**src/rtl/exc_pkg.sv**
```systemverilog
// Shared types and constants for the vectored exception controller:
// FSM state encoding, MRS read-select codes and the default vector base.
package exc_pkg;

    typedef enum logic [1:0] {
        IDLE    = 2'b00,
        HANDLER = 2'b01,
        HALT    = 2'b10
    } exc_state_e;

    localparam logic [1:0] SEL_ELR  = 2'b00;
    localparam logic [1:0] SEL_ESR  = 2'b01;
    localparam logic [1:0] SEL_ERR  = 2'b10;
    localparam logic [1:0] SEL_ZERO = 2'b11;

    localparam logic [63:0] DEFAULT_VEC_BASE = 64'h0000_0000_0000_00D8;

endpackage

```
**src/rtl/prio_enc.sv**
```systemverilog
// Fixed-priority encoder: index 0 wins. Produces a one-hot grant,
// the binary index of the winner and a valid flag.
module prio_enc #(
    parameter int NSRC  = 4,
    parameter int IDX_W = 2
) (
    input  logic [NSRC-1:0]  req,
    output logic [NSRC-1:0]  grant,
    output logic [IDX_W-1:0] idx,
    output logic             valid
);

    // Isolate the lowest set bit, then fold the one-hot grant into an index.
    always_comb begin
        grant = req & (~req + {{(NSRC-1){1'b0}}, 1'b1});
        valid = |req;
        idx   = '0;
        for (int i = 0; i < NSRC; i++) begin
            idx = idx | ({IDX_W{grant[i]}} & IDX_W'(i));
        end
    end

endmodule

```
**src/rtl/exc_ctrl_vec.sv**
```systemverilog
// Vectored exception controller: fixed-priority arbitration with pending
// queue, ELR/ESR/ERR capture, fetch redirect, ERET service and double-fault trap.
module exc_ctrl_vec
    import exc_pkg::*;
#(
    parameter int             N          = 64,
    parameter int             NSRC       = 4,
    parameter int             ESR_W      = 4,
    parameter logic [N-1:0]   VEC_BASE   = N'(DEFAULT_VEC_BASE),
    parameter logic [N-1:0]   VEC_STRIDE = '0,
    parameter logic [NSRC-1:0] SYNC_MASK = '0
) (
    input  logic            clk,
    input  logic            reset,
    input  logic [NSRC-1:0] exc_req,
    input  logic            ERet,
    input  logic [N-1:0]    NextPC,
    input  logic [N-1:0]    imem_addr,
    input  logic [N-1:0]    ALUBranch,
    input  logic [1:0]      EDataSel,
    output logic            EProc,
    output logic [N-1:0]    EVAddr,
    output logic [N-1:0]    PCBranch,
    output logic [N-1:0]    readData,
    output logic            ExcAck,
    output logic            exc_busy,
    output logic            eret_err,
    output logic            dbl_fault
);

    localparam int IDX_W = (NSRC > 1) ? $clog2(NSRC) : 1;

    exc_state_e        state_r;
    exc_state_e        state_next_s;
    logic [NSRC-1:0]   pending_r;
    logic [N-1:0]      elr_r;
    logic [N-1:0]      err_r;
    logic [ESR_W-1:0]  esr_r;
    logic              exc_ack_r;
    logic              eret_err_r;
    logic              dbl_fault_r;

    logic [NSRC-1:0]   req_eff_s;
    logic [NSRC-1:0]   grant_s;
    logic [IDX_W-1:0]  idx_s;
    logic              valid_s;
    logic              take_s;
    logic              halt_s;
    logic              eret_done_s;
    logic              eret_bad_s;
    logic [NSRC-1:0]   taken_s;
    logic [ESR_W-1:0]  esr_code_s;
    logic [N-1:0]      vec_addr_s;

    assign req_eff_s = pending_r | exc_req;

    prio_enc #(
        .NSRC  (NSRC),
        .IDX_W (IDX_W)
    ) u_prio_enc (
        .req   (req_eff_s),
        .grant (grant_s),
        .idx   (idx_s),
        .valid (valid_s)
    );

    // Next-state and control decode; pending requests are only taken from IDLE.
    always_comb begin
        state_next_s = state_r;
        take_s       = 1'b0;
        halt_s       = 1'b0;
        eret_done_s  = 1'b0;
        eret_bad_s   = 1'b0;
        taken_s      = '0;
        EProc        = 1'b0;
        case (state_r)
            IDLE: begin
                eret_bad_s = ERet;
                if (valid_s) begin
                    take_s       = 1'b1;
                    taken_s      = grant_s;
                    EProc        = 1'b1;
                    state_next_s = HANDLER;
                end else begin
                    state_next_s = IDLE;
                end
            end
            HANDLER: begin
                if (ERet) begin
                    eret_done_s  = 1'b1;
                    state_next_s = IDLE;
                end else if (|(exc_req & SYNC_MASK)) begin
                    halt_s       = 1'b1;
                    state_next_s = HALT;
                end else begin
                    state_next_s = HANDLER;
                end
            end
            HALT: begin
                EProc        = 1'b1;
                state_next_s = HALT;
            end
            default: begin
                state_next_s = IDLE;
            end
        endcase
    end

    assign esr_code_s = ESR_W'(32'(idx_s) + 32'd1);
    assign vec_addr_s = VEC_BASE + (N'(idx_s) * VEC_STRIDE);

    // Fetch redirect target and branch mux; a trapped double fault always re-enters vector 0.
    always_comb begin
        if (state_r == HALT) begin
            EVAddr = VEC_BASE;
        end else begin
            EVAddr = vec_addr_s;
        end
        if (eret_done_s) begin
            PCBranch = elr_r;
        end else begin
            PCBranch = ALUBranch;
        end
    end

    // MRS read path.
    always_comb begin
        case (EDataSel)
            SEL_ELR:  readData = elr_r;
            SEL_ESR:  readData = N'(esr_r);
            SEL_ERR:  readData = err_r;
            SEL_ZERO: readData = '0;
            default:  readData = '0;
        endcase
    end

    // FSM state, pending queue and one-cycle acknowledge.
    always_ff @(posedge clk or posedge reset) begin
        if (reset) begin
            state_r   <= IDLE;
            pending_r <= '0;
            exc_ack_r <= 1'b0;
        end else begin
            state_r   <= state_next_s;
            pending_r <= req_eff_s & ~taken_s;
            exc_ack_r <= take_s;
        end
    end

    // Exception context capture; ERR is refreshed on a double fault to record the culprit PC.
    always_ff @(posedge clk or posedge reset) begin
        if (reset) begin
            elr_r <= '0;
            esr_r <= '0;
            err_r <= '0;
        end else if (take_s) begin
            elr_r <= (|(grant_s & SYNC_MASK)) ? imem_addr : NextPC;
            esr_r <= esr_code_s;
            err_r <= imem_addr;
        end else if (halt_s) begin
            err_r <= imem_addr;
        end
    end

    // Sticky error flags, cleared only by reset.
    always_ff @(posedge clk or posedge reset) begin
        if (reset) begin
            eret_err_r  <= 1'b0;
            dbl_fault_r <= 1'b0;
        end else begin
            eret_err_r  <= eret_err_r | eret_bad_s;
            dbl_fault_r <= dbl_fault_r | halt_s;
        end
    end

    assign ExcAck    = exc_ack_r;
    assign exc_busy  = (state_r != IDLE);
    assign eret_err  = eret_err_r;
    assign dbl_fault = dbl_fault_r;

endmodule

```
**config.mk**
```make
export PLATFORM = sky130hd
export DESIGN_NAME = exc_ctrl_vec
export DESIGN_NICKNAME = d
export VERILOG_FILES = /design/src/rtl/exc_pkg.sv /design/src/rtl/prio_enc.sv /design/src/rtl/exc_ctrl_vec.sv
export SDC_FILE = /design/constraint.sdc
export NUM_CORES = 1
export LEC_CHECK = 0
export BUFFER_PORTS_ARGS = -buffer_cell sky130_fd_sc_hd__buf_4
export CORE_AREA = 2 2 153 155
export DETAILED_ROUTE_END_ITERATION = 10
export DIE_AREA = 0 0 155 157
export GPL_TIMING_DRIVEN = 0
export PLACE_DENSITY_LB_ADDON = 0.25
export SLEW_MARGIN = 30
export SYNTH_ARGS = -nofsm -noshare
export SYNTH_HDL_FRONTEND = slang
export SYNTH_SLANG_ARGS = --single-unit
```
**constraint.sdc**
```tcl
create_clock -name clk -period 4.9 [get_ports clk]
set_input_delay 0.735 -clock clk [delete_from_list [all_inputs] [get_ports clk]]
set_output_delay 0.735 -clock clk [all_outputs]
set_load 0.05 [all_outputs]
```
==> results of run 1 <==
-- worst max-delay path, cell delays in order --
cell and delay, ns:
clkbuf_1 0.48, buf_2 0.45, mux2i_1 0.33, nor2_1 0.08, buf_4 0.22
-- per-layer routing --
layer / track usage [%] / up-vias / wire (um)
li1: - / 2781 / -
met1: 21.8 / 2817 / 9090
met2: 35.3 / 264 / 12400
met3: 6.14 / 23 / 2010
met4: 5.51 / 0 / 381
met5: 0 / - / 0
-- final timing paths --
path / endpoint / slack, ns / startpoint / cells past startpoint
worst max-delay path: readData[63] / 1.86 / EDataSel[1] / 5
worst min-delay path: elr_r[37] / 0.33 / reset / 2
worst max register to register: err_r[48] / 2.90 / state_r[0] / 6
worst min register to register: eret_err / 0.46 / eret_err / 1
max in group asynchronous: elr_r[61] / 3.83 / reset / 3
min in group clk: eret_err / 0.46 / eret_err / 1
-- layout make-up --
cell class	instances	share of cell area (%)
Tap cell	285	3.19
Multi-Input combinational cell	419	31.4
Clock inverter	15	1.52
Timing Repair Buffer	332	22.5
Buffer	100	6.30
Sequential cell	139	31.2
Inverter	2	0.135
Clock buffer	17	3.81
-- kinds of logic (layout without fill, tap and decap cells) --
family	Yosys count	after routing	synth area share, %
mux	258	258	37.9
flops	139	139	46.7
buf+inv	102	466	9.52
simple gates	84	84	4.73
compound gates	11	11	0.890
other cells	2	65	0.101
fa+ha+maj	1	1	0.168
-- power groups by stage --
stage	clock [uW]	sequential (uW)	combinational, uW
after global routing	1410	1460	1470
after global placement	0	1450	1380
after detailed placement	0	1450	1400
final	1320	1430	1390
after CTS	1360	1430	1400
after floorplan	0	1400	993
-- layout by cell type, fill, tap and decap left out, types with 2 or more instances in the layout --
| cell type | count |
|---|---|
| buf_4 | 396 |
| dfrtp_1 | 139 |
| mux2_2 | 124 |
| nor2_1 | 73 |
| mux2_1 | 70 |
| conb_1 | 65 |
| mux2i_1 | 64 |
| buf_2 | 18 |
| clkbuf_16 | 17 |
| buf_6 | 8 |
| inv_6 | 6 |
| nand2_1 | 5 |
| inv_8 | 5 |
| clkbuf_1 | 4 |
| buf_1 | 4 |
| o21ai_0 | 4 |
| a21oi_1 | 3 |
| clkinv_4 | 3 |
| nor2b_1 | 2 |
-- registers in the layout, indices dropped and copies added (netlist names) --
name and cells:
elr_r 64, err_r 64, pending_r 4, esr_r 3, state_r 2, ExcAck 1, eret_err 1
-- cells in the mapped netlist, drive strengths merged --
cell | instances | area share, %
mux2i | 64 | 8.6
a21boi | 1 | 0.10
nor4 | 2 | 0.45
nor2 | 74 | 3.8
clkbuf | 5 | 0.25
dfrtp | 139 | 47
nor2b | 2 | 0.17
a21oi | 4 | 0.32
nand3b | 1 | 0.10
mux2 | 194 | 29
o21ai | 4 | 0.27
a211oi | 1 | 0.10
buf | 95 | 9.2
nand2 | 5 | 0.25
a21o | 1 | 0.10
ha | 1 | 0.17
inv | 2 | 0.10
conb | 2 | 0.10
-- per-stage QoR --
step,util (%),std cells,power [uW]
floorplan,-,660,2390
global placement,46.8,1276,2830
detailed placement,47.0,1277,2850
CTS,49.6,1309,4200
global route,49.6,1309,4330
finish,49.6,1309,4140
==> impl_results.md, run 1 <==
- Status: finished clean
- GRT Total Usage: 19.4%
- Port-buffer cells: 331
- Vias in the first global route: 6214
- Area of the multi-input gates: 0.00350 mm^2
- P_int: around 2600 uW
- Cts repair resizes: 0
- DR WL/cell: between 15 and 20 um
- Worst IR Drop VDD: 0.188 mV
- Hold crit path type: input pin to async pin
- Crit share post-route: 61.9%
- CP Class: input pin to output pin
- Drt drc: 0
- Via count: 5885
- Crit end category: output pin
- Clock latency at the later pin of the worst-skew pair: ~0.43 ns
- Seq cells post-synth: 139
- Pwr dens: ~370 mW/mm^2
- Post-Synthesis Mean Instance Area: 12.5 um^2
- DIE HEIGHT: 157 um
- Mapped Area: about 0.0075 mm^2
- Clk pwr share: 31.9%
- Combinational share of power: between 30% and 40%
- First-pass GRT wire length: 35700 um
- Final Worst Setup Slack: 1.86 ns
- Hold_buf cts: 0
- CTS Buffer Depth: 2
- Ys Warns: 0
- Max Transition Viols Final: 0
- Final hold viol count: 0
- Sw frac: 37.8%
- Final Wtd Congestion: 0.755
- Site Rows: 55
- Hpwl dp: between 15000 and 20000 um
- Placed cell area: 0.0106 mm^2
- Post-place setup slack: roughly 1.8 ns
- Post-DR vias/cell: 4.50
- Register Area: 0.00348 mm^2
- Worst-Margin Slew: 0.738 ns
- DRT iter0 DRCs: 152
- Clock sinks: 139
- Die width: between 150 and 200 um
- RSZ-0062 raised after global routing: false
- First-pass DRT Iterations: 4
- Seq/Total Area, Yosys: 46.7%
- CTS tree: built
- TritonCTS Buffers: 17
- Setup TNS: 0 ns
- Post-synth cell types: 25
- Antenna violations before repair: 0
- Sw Pwr: 1570 uW
- Core area: between 0.02 and 0.025 mm^2
- Post-CTS Setup Bufs: 0
- Leakage: around 0.0056 uW
- Sequential share of power: 34.5%
- CP Launch Type: input pin
- Final setup fails: 0
- H-tree Lvls: 4
- Grt ovf: 0
- Antenna-violating nets left: 0
- Final worst path period need: 3.04 ns
- F_max: 329 MHz
- N_diodes: 0
- Crit-path max FO: 10
- Relative slew slack: 50.8%
- Clock slew at reported path FFs: 0.07 ns
- Arrival time at the worst endpoint: about 2.3 ns
- Initial Util: about a third
- Die footprint: 0.0243 mm^2
- Critical Path RT: 4.16 ns
- Post-route cell area: 0.0112 mm^2
- Final setup skew: approximately 0.023 ns
- Pin count of the biggest net entering global routing: about 70
- P&R area growth vs syn: 49.8%
- Layout cell share with drive strength beyond 1: 57.1%
- Max-Cap Viols: 0
- Final #Nets: about 1200
- Synth Instances: 597
- Clock root cell: clkbuf_16
- Total length of routed wires: 23800 um
- Top-Level Pins: 398
- Fill count: 2091
- Hold_ws: 0.330 ns
Note: power is estimated with default switching activity, not from simulation.
==> run 2, diff against run 1 <==
--- a/config.mk
+++ b/config.mk
@@ -6,9 +6,9 @@
 export NUM_CORES = 1
 export LEC_CHECK = 0
 export BUFFER_PORTS_ARGS = -buffer_cell sky130_fd_sc_hd__buf_4
-export CORE_AREA = 2 2 153 155
+export CORE_AREA = 2 2 155 157
 export DETAILED_ROUTE_END_ITERATION = 10
-export DIE_AREA = 0 0 155 157
+export DIE_AREA = 0 0 157 159
 export GPL_TIMING_DRIVEN = 0
 export PLACE_DENSITY_LB_ADDON = 0.25
 export SLEW_MARGIN = 30
==> constraint.sdc (replaced) <==
create_clock -name clk -period 2.6 [get_ports clk]
set_input_delay 0.39 -clock clk [delete_from_list [all_inputs] [get_ports clk]]
set_output_delay 0.39 -clock clk [all_outputs]
set_load 0.05 [all_outputs]
==> run 2 against run 1 <==
  * Global-route usage is 0.54 points lower
  * Setup slack worse by 1.8 ns
  * Clock skew is 0.0061 ns lower
  * Sequential cell count stayed put
  * Critical path type is now register to output pin
  * Highest routed layer unchanged
==> impl_results.md, run 2 (synthesis results as in run 1) <==
- Status: finished clean
- Post-route cell area: 0.0112 mm^2 (+0.67%)
- Relative slew slack: 45.2% (-5.6 points)
- CP Launch Type: register
- Most frequent cells in the layout: buf_4, dfrtp_1, mux2_2
- Port-buffer cells: 331 (unchanged)
- Worst IR Drop VDD: 0.387 mV (+110%)
- Hold_buf cts: 0 (unchanged)
- Pin count of the biggest net entering global routing: 29 (-60%)
- Final #Nets: 1217 (+0.33%)
- Crit-path max FO: 10 (unchanged)
- Critical Path RT: 2.21 ns (-1.95 ns)
- Core area: 0.0232 mm^2 (+3.1%)
- Arrival time at the worst endpoint: 2.10 ns (-0.20 ns)
- N_diodes: 0 (unchanged)
- Final hold viol count: 0 (unchanged)
- Grt ovf: 0 (unchanged)
- Crit end category: output pin
- Setup TNS: 0 ns (unchanged)
- Site Rows: 56 (+1.8%)
- Clock latency at the later pin of the worst-skew pair: 0.42 ns (about the same)
- Final setup fails: 0 (unchanged)
- Final worst path period need: roughly 2.5 ns
- Clock slew at reported path FFs: 0.07 ns (about the same)
- Most common cell after layout, fill and taps aside: buf_4
- DIE HEIGHT: 159 um (+1.3%)
- Via count: 5801 (-1.4%)
- Overall Power: 7580 uW (+83%)
- Worst reg2reg endpoint: err_r[45]
- Total length of routed wires: 23800 um (-0.29%)
- Clock root cell: clkbuf_16
- CTS tree: built
- First-pass GRT wire length: 35300 um (-1.1%)
- Placed cell area: 0.0107 mm^2 (+1.1%)
- Clock sinks: 139 (unchanged)
- R2r setup slk: 0.57 ns (-2.33 ns)
- DRT iter0 DRCs: 140 (-7.9%)
- F_max: between 400 and 500 MHz
- Hpwl dp: 18800 um (+1.9%)
- Final Wtd Congestion: 0.761 (+0.85%)
- Register Area: 0.00348 mm^2 (unchanged)
- First-pass DRT Iterations: 4 (unchanged)
- Vias in the first global route: 6053 (-2.6%)
- DR WL/cell: 17.7 um (-3.0%)
- Max Transition Viols Final: 0 (unchanged)
- Max-Cap Viols: 0 (unchanged)
- Post-CTS Setup Bufs: 0 (unchanged)
- RSZ-0062 raised after global routing: false
- TritonCTS Buffers: 17 (unchanged)
- Registers with the most flip-flops: elr_r: 64 flops, err_r: 64 flops, pending_r: 4 flops
- CP Class: register to output pin
- Length in cells of the worst reg-to-reg path: 6 (unchanged)
- Leakage: 0.00557 uW (about the same)
- Crit share post-route: roughly 96%
- Initial Util: 32.1% (-0.98 points)
- Drt drc: 0 (unchanged)
- Final setup skew: 0.0169 ns (-0.00611 ns)
- Worst-Margin Slew: 0.822 ns (+0.0838 ns)
- Area of the multi-input gates: 0.00350 mm^2 (unchanged)
- P&R area growth vs syn: 50.8%
- Hold crit path type: input pin to async pin
- Fill count: 2169 (+3.7%)
- Top-Level Pins: 398 (unchanged)
- CTS Buffer Depth: 2 (unchanged)
- Critical R2R Launch: state_r[0]
- Layout cell share with drive strength beyond 1: 57.3% (+0.13 points)
- Post-DR vias/cell: 4.31 (-4.1%)
- GRT Total Usage: 18.9% (-0.54 points)
- H-tree Lvls: 4 (unchanged)
- Pwr dens: 675 mW/mm^2 (+82%)
- Antenna-violating nets left: 0 (unchanged)
- Die footprint: 0.0250 mm^2 (+2.6%)
- Antenna violations before repair: 0 (unchanged)
- Die width: 157 um (+1.3%)
==> run 2: changes by cell type in the layout (fill, tap and decap cells not counted), moves of 3 or more <==
cell / change
buf_4: +3
clkinvlp_4: +5
buf_2: -4
clkinv_2: +3
buf_12: +4
inv_8: -5
==> run 2: cell type report <==
type                       instances  share of cell area [%]
multi-input combinational        419                    31.2
sequential                       139                    31.0
timing repair buffer             336                    23.1
buffer                           100                    6.35
clock buffer                      19                    4.03
tap                              319                    3.55
clock inverter                    12                   0.791
inverter                           2                   0.100
==> run 2: timing repair <==
item,CTS,global route
pin swaps,0,0
setup endpoints to repair,60,10
resized for setup,3,1
hold endpoints to repair,0,0
==> run 2: worst max-delay path by stage <==
| stage | startpoint | endpoint | slack, ns | cells past startpoint |
|---|---|---|---|---|
| after global routing | state_r[0] | PCBranch[14] | 0.008 | 5 |
| after CTS | state_r[0] | PCBranch[58] | 0.06 | 5 |
| after detailed placement | EDataSel[0] | readData[51] | 0.11 | 5 |
| after global placement | reset | ExcAck | -0.60 | 2 |
| final | state_r[0] | PCBranch[13] | 0.11 | 5 |
| after floorplan | EDataSel[1] | readData[0] | 0.27 | 3 |
==> run 2: per-stage QoR <==
step	hold slack, ns	setup slack (ns)	instances	utilization (%)
CTS	0.0127	0.0632	1346	48.4
finish	0.0119	0.113	1346	48.5
global placement	0.442	-0.602	1310	45.6
floorplan	0.458	0.273	660	-
global route	0.0361	0.00806	1346	48.5
detailed placement	0.447	0.105	1315	46.1
==> run 2: worst max-delay path, cell delays in order (launching register included) <==
cell	delay (ns)
dfrtp_1	0.44
nand3b_1	0.11
buf_4	0.26
buf_2	0.28
mux2_2	0.38
buf_4	0.19
==> run 2: metal layers <==
metal  track usage, %  routed length [um]  part of all wire (%)
met5                0                   0                     0
met2             35.1               12600                    53
met4             3.50                 130                  0.55
met1             21.3                9130                    38
met3             5.47                1900                   8.0
==> run 2: report_power, final <==
group / switching (uW) / internal, uW / leakage, uW
Sequential: 221 / 2470 / 0.00161
Clock: 986 / 1270 / 0.000258
Combinational: 1610 / 1020 / 0.00370
Total: 2810 / 4770 / 0.00557
==> run 3, diff against run 2 <==
--- a/config.mk
+++ b/config.mk
@@ -6,9 +6,10 @@
 export NUM_CORES = 1
 export LEC_CHECK = 0
 export BUFFER_PORTS_ARGS = -buffer_cell sky130_fd_sc_hd__buf_4
-export CORE_AREA = 2 2 155 157
+export CORE_AREA = 2 2 153 155
+export CTS_BUF_LIST = sky130_fd_sc_hd__clkbuf_8
 export DETAILED_ROUTE_END_ITERATION = 10
-export DIE_AREA = 0 0 157 159
+export DIE_AREA = 0 0 155 157
 export GPL_TIMING_DRIVEN = 0
 export PLACE_DENSITY_LB_ADDON = 0.25
 export SLEW_MARGIN = 30
==> run 3 against run 2 <==
  * Via count is 1.4% higher
  * Power fell by 5.8%
  * Cell count fell by 2.5%
==> impl_results.md, run 3 (synthesis results as in run 1) <==
- Status: finished clean
- Register Area: 0.00348 mm^2 (unchanged)
- Worst reg2reg endpoint: elr_r[24]
- N_diodes: 0 (unchanged)
- Antenna violations before repair: 1 (+1)
- Drt drc: 0 (unchanged)
- R2r setup slk: 0.69 ns (+0.12 ns)
- Finished Core Util: 49.2% (+0.73 points)
- Crit end category: output pin
- Sequential share of power: 37.6% (+2.1 points)
- Critical path's largest stage delay: 0.44 ns (about the same)
- Pin count of the biggest net entering global routing: 29 (unchanged)
- Final Wtd Congestion: 0.775 (+1.8%)
- Hold crit path type: input pin to async pin
- CP Launch Type: register
- WP buf/inv: 3 (unchanged)
- Clock latency at the later pin of the worst-skew pair: 0.44 ns (+0.02 ns)
- Critical Path RT: 2.21 ns (about the same)
- P&R area growth vs syn: 48.5%
- Most frequent cells in the layout: buf_4, dfrtp_1, mux2_2
- CP Class: register to output pin
- Top-Level Pins: 398 (unchanged)
- Final setup fails: 0 (unchanged)
- Final #Nets: 1217 (unchanged)
- Final worst path period need: 2.47 ns (-0.0158 ns)
- GRT Total Usage: 19.1% (+0.19 points)
- TritonCTS Buffers: 17 (unchanged)
- Leakage: 0.00551 uW (-1.1%)
- Pwr dens: 645 mW/mm^2 (-4.4%)
- Hold_buf cts: 0 (unchanged)
- Cells along the critical path: nand3b_1 -> buf_4 -> buf_4 -> mux2_2 -> buf_4
- Max-Cap Viols: 0 (unchanged)
- Most common cell on crit path: buf_4
- Area of the multi-input gates: 0.00350 mm^2 (unchanged)
- Die footprint: 0.0243 mm^2 (-2.5%)
- Initial Util: 33.1% (+0.98 points)
- Clk pwr share: 25.4% (-4.4 points)
- Critical R2R Launch: state_r[1]
- Sw frac: 38.3% (+1.2 points)
- Post-DR vias/cell: 4.48 (+4.1%)
- Post-CTS Setup Bufs: 0 (unchanged)
- Final setup skew: 0.0172 ns (+0.000286 ns)
- First-pass DRT Iterations: 4 (unchanged)
- Crit share post-route: 95.1% (-0.61 points)
- F_max: 405 MHz (+0.64%)
- H-tree Lvls: 4 (unchanged)
- Slowest CP cell: dfrtp_1
- Site Rows: 55 (-1.8%)
- Core area: 0.0225 mm^2 (-3.0%)
- First-pass GRT wire length: 34800 um (-1.4%)
- Clock sinks: 139 (unchanged)
- Sw Pwr: 2740 uW (-2.7%)
- Max Transition Viols Final: 0 (unchanged)
- Post-route cell area: 0.0111 mm^2 (-1.5%)
- Total length of routed wires: 23700 um (-0.36%)
- Layout cell share with drive strength beyond 1: 57.3% (unchanged)
- Most common cell after layout, fill and taps aside: buf_4
- Length in cells of the worst reg-to-reg path: 6 (unchanged)
- Placed cell area: 0.0107 mm^2 (-0.33%)
- Finished Layout Cells: 1312 (-2.5%)
- Cells after DPL: 1281 (-2.6%)
- Registers with the most flip-flops: elr_r: 64 flops, err_r: 64 flops, pending_r: 4 flops
- Hpwl dp: 18700 um (-0.69%)
- RSZ-0062 raised after global routing: true
- CP top delay family: buffers and inverters
- Worst path depth: 5 (unchanged)
- P_int: 4410 uW (-7.6%)
- Relative slew slack: 48.3% (+3.2 points)
- DR WL/cell: 18.1 um (+2.2%)
- Worst IR Drop VDD: 0.316 mV (-18%)
- Worst-Margin Slew: 0.775 ns (-0.0473 ns)
- CTS Buffer Depth: 2 (unchanged)
- Die width: 155 um (-1.3%)
- Clock slew at reported path FFs: 0.08 ns (about the same)
- Clock root cell: clkbuf_8
- Grt ovf: 0 (unchanged)
- Crit-path max FO: 10 (unchanged)
- Cts repair resizes: 3 (unchanged)
- Final hold viol count: 0 (unchanged)
- DIE HEIGHT: 157 um (-1.3%)
- Via count: 5884 (+1.4%)
- Combinational share of power: 36.9% (+2.2 points)
- Antenna-violating nets left: 0 (unchanged)
- CTS tree: built
- DRT iter0 DRCs: 118 (-16%)
- Vias in the first global route: 5892 (-2.7%)
- Port-buffer cells: 331 (unchanged)
- Fill count: 2124 (-2.1%)
- Arrival time at the worst endpoint: 2.08 ns (-0.02 ns)
run 3: changes by cell type in the layout (fill, tap and decap cells not counted), sizes merged:
cell,before,now
buf,430,428
bufinv,0,2
clkbuf,25,27
clkinv,4,3
inv,5,4
run 3: metrics by stage:
stage                     total power [uW]  TNS [ns]  hold slack, ns  setup WS, ns
final                                 7140         0          0.0177         0.129
after detailed placement              5390         0           0.446        0.0406
after CTS                             7240         0         0.00337       0.00592
after floorplan                       4510         0           0.458         0.273
after global routing                  7480  -0.00104          0.0165      -0.00104
after global placement                5340    -82.77           0.441        -0.610
run 3: worst max path at each step:
stage | startpoint | to | slack, ns
final | state_r[0] | PCBranch[52] | 0.13
after global routing | state_r[0] | PCBranch[52] | -0.001
after CTS | state_r[1] | PCBranch[42] | 0.006
after detailed placement | EDataSel[1] | readData[14] | 0.04
after global placement | reset | elr_r[13] | -0.61
after floorplan | EDataSel[1] | readData[0] | 0.27
run 3: final cells by class:
cell class | count | area share, %
Tap cell | 285 | 3.22
Clock buffer | 19 | 2.36
Multi-Input combinational cell | 419 | 31.6
Buffer | 100 | 6.51
Sequential cell | 139 | 31.4
Clock inverter | 12 | 1.25
Timing Repair Buffer | 336 | 23.5
Inverter | 2 | 0.102
run 3: layer usage:
metal / vias up / routed length [um] / track usage [%]
met2: 252 / 12600 / 36.0
li1: 2773 / - / -
met3: 13 / 1960 / 6.19
met5: - / 14 / 0
met1: 2844 / 8910 / 21.0
met4: 2 / 160 / 3.57
run 3: power by group through the flow:
stage          registers, uW  clock network (uW)  logic, uW
2_1_floorplan           2640                   0       1870
3_3_place_gp            2730                   0       2610
3_5_place_dp            2730                   0       2660
4_1_cts                 2690                1880       2670
5_1_grt                 2740                1970       2780
6_report                2690                1820       2640
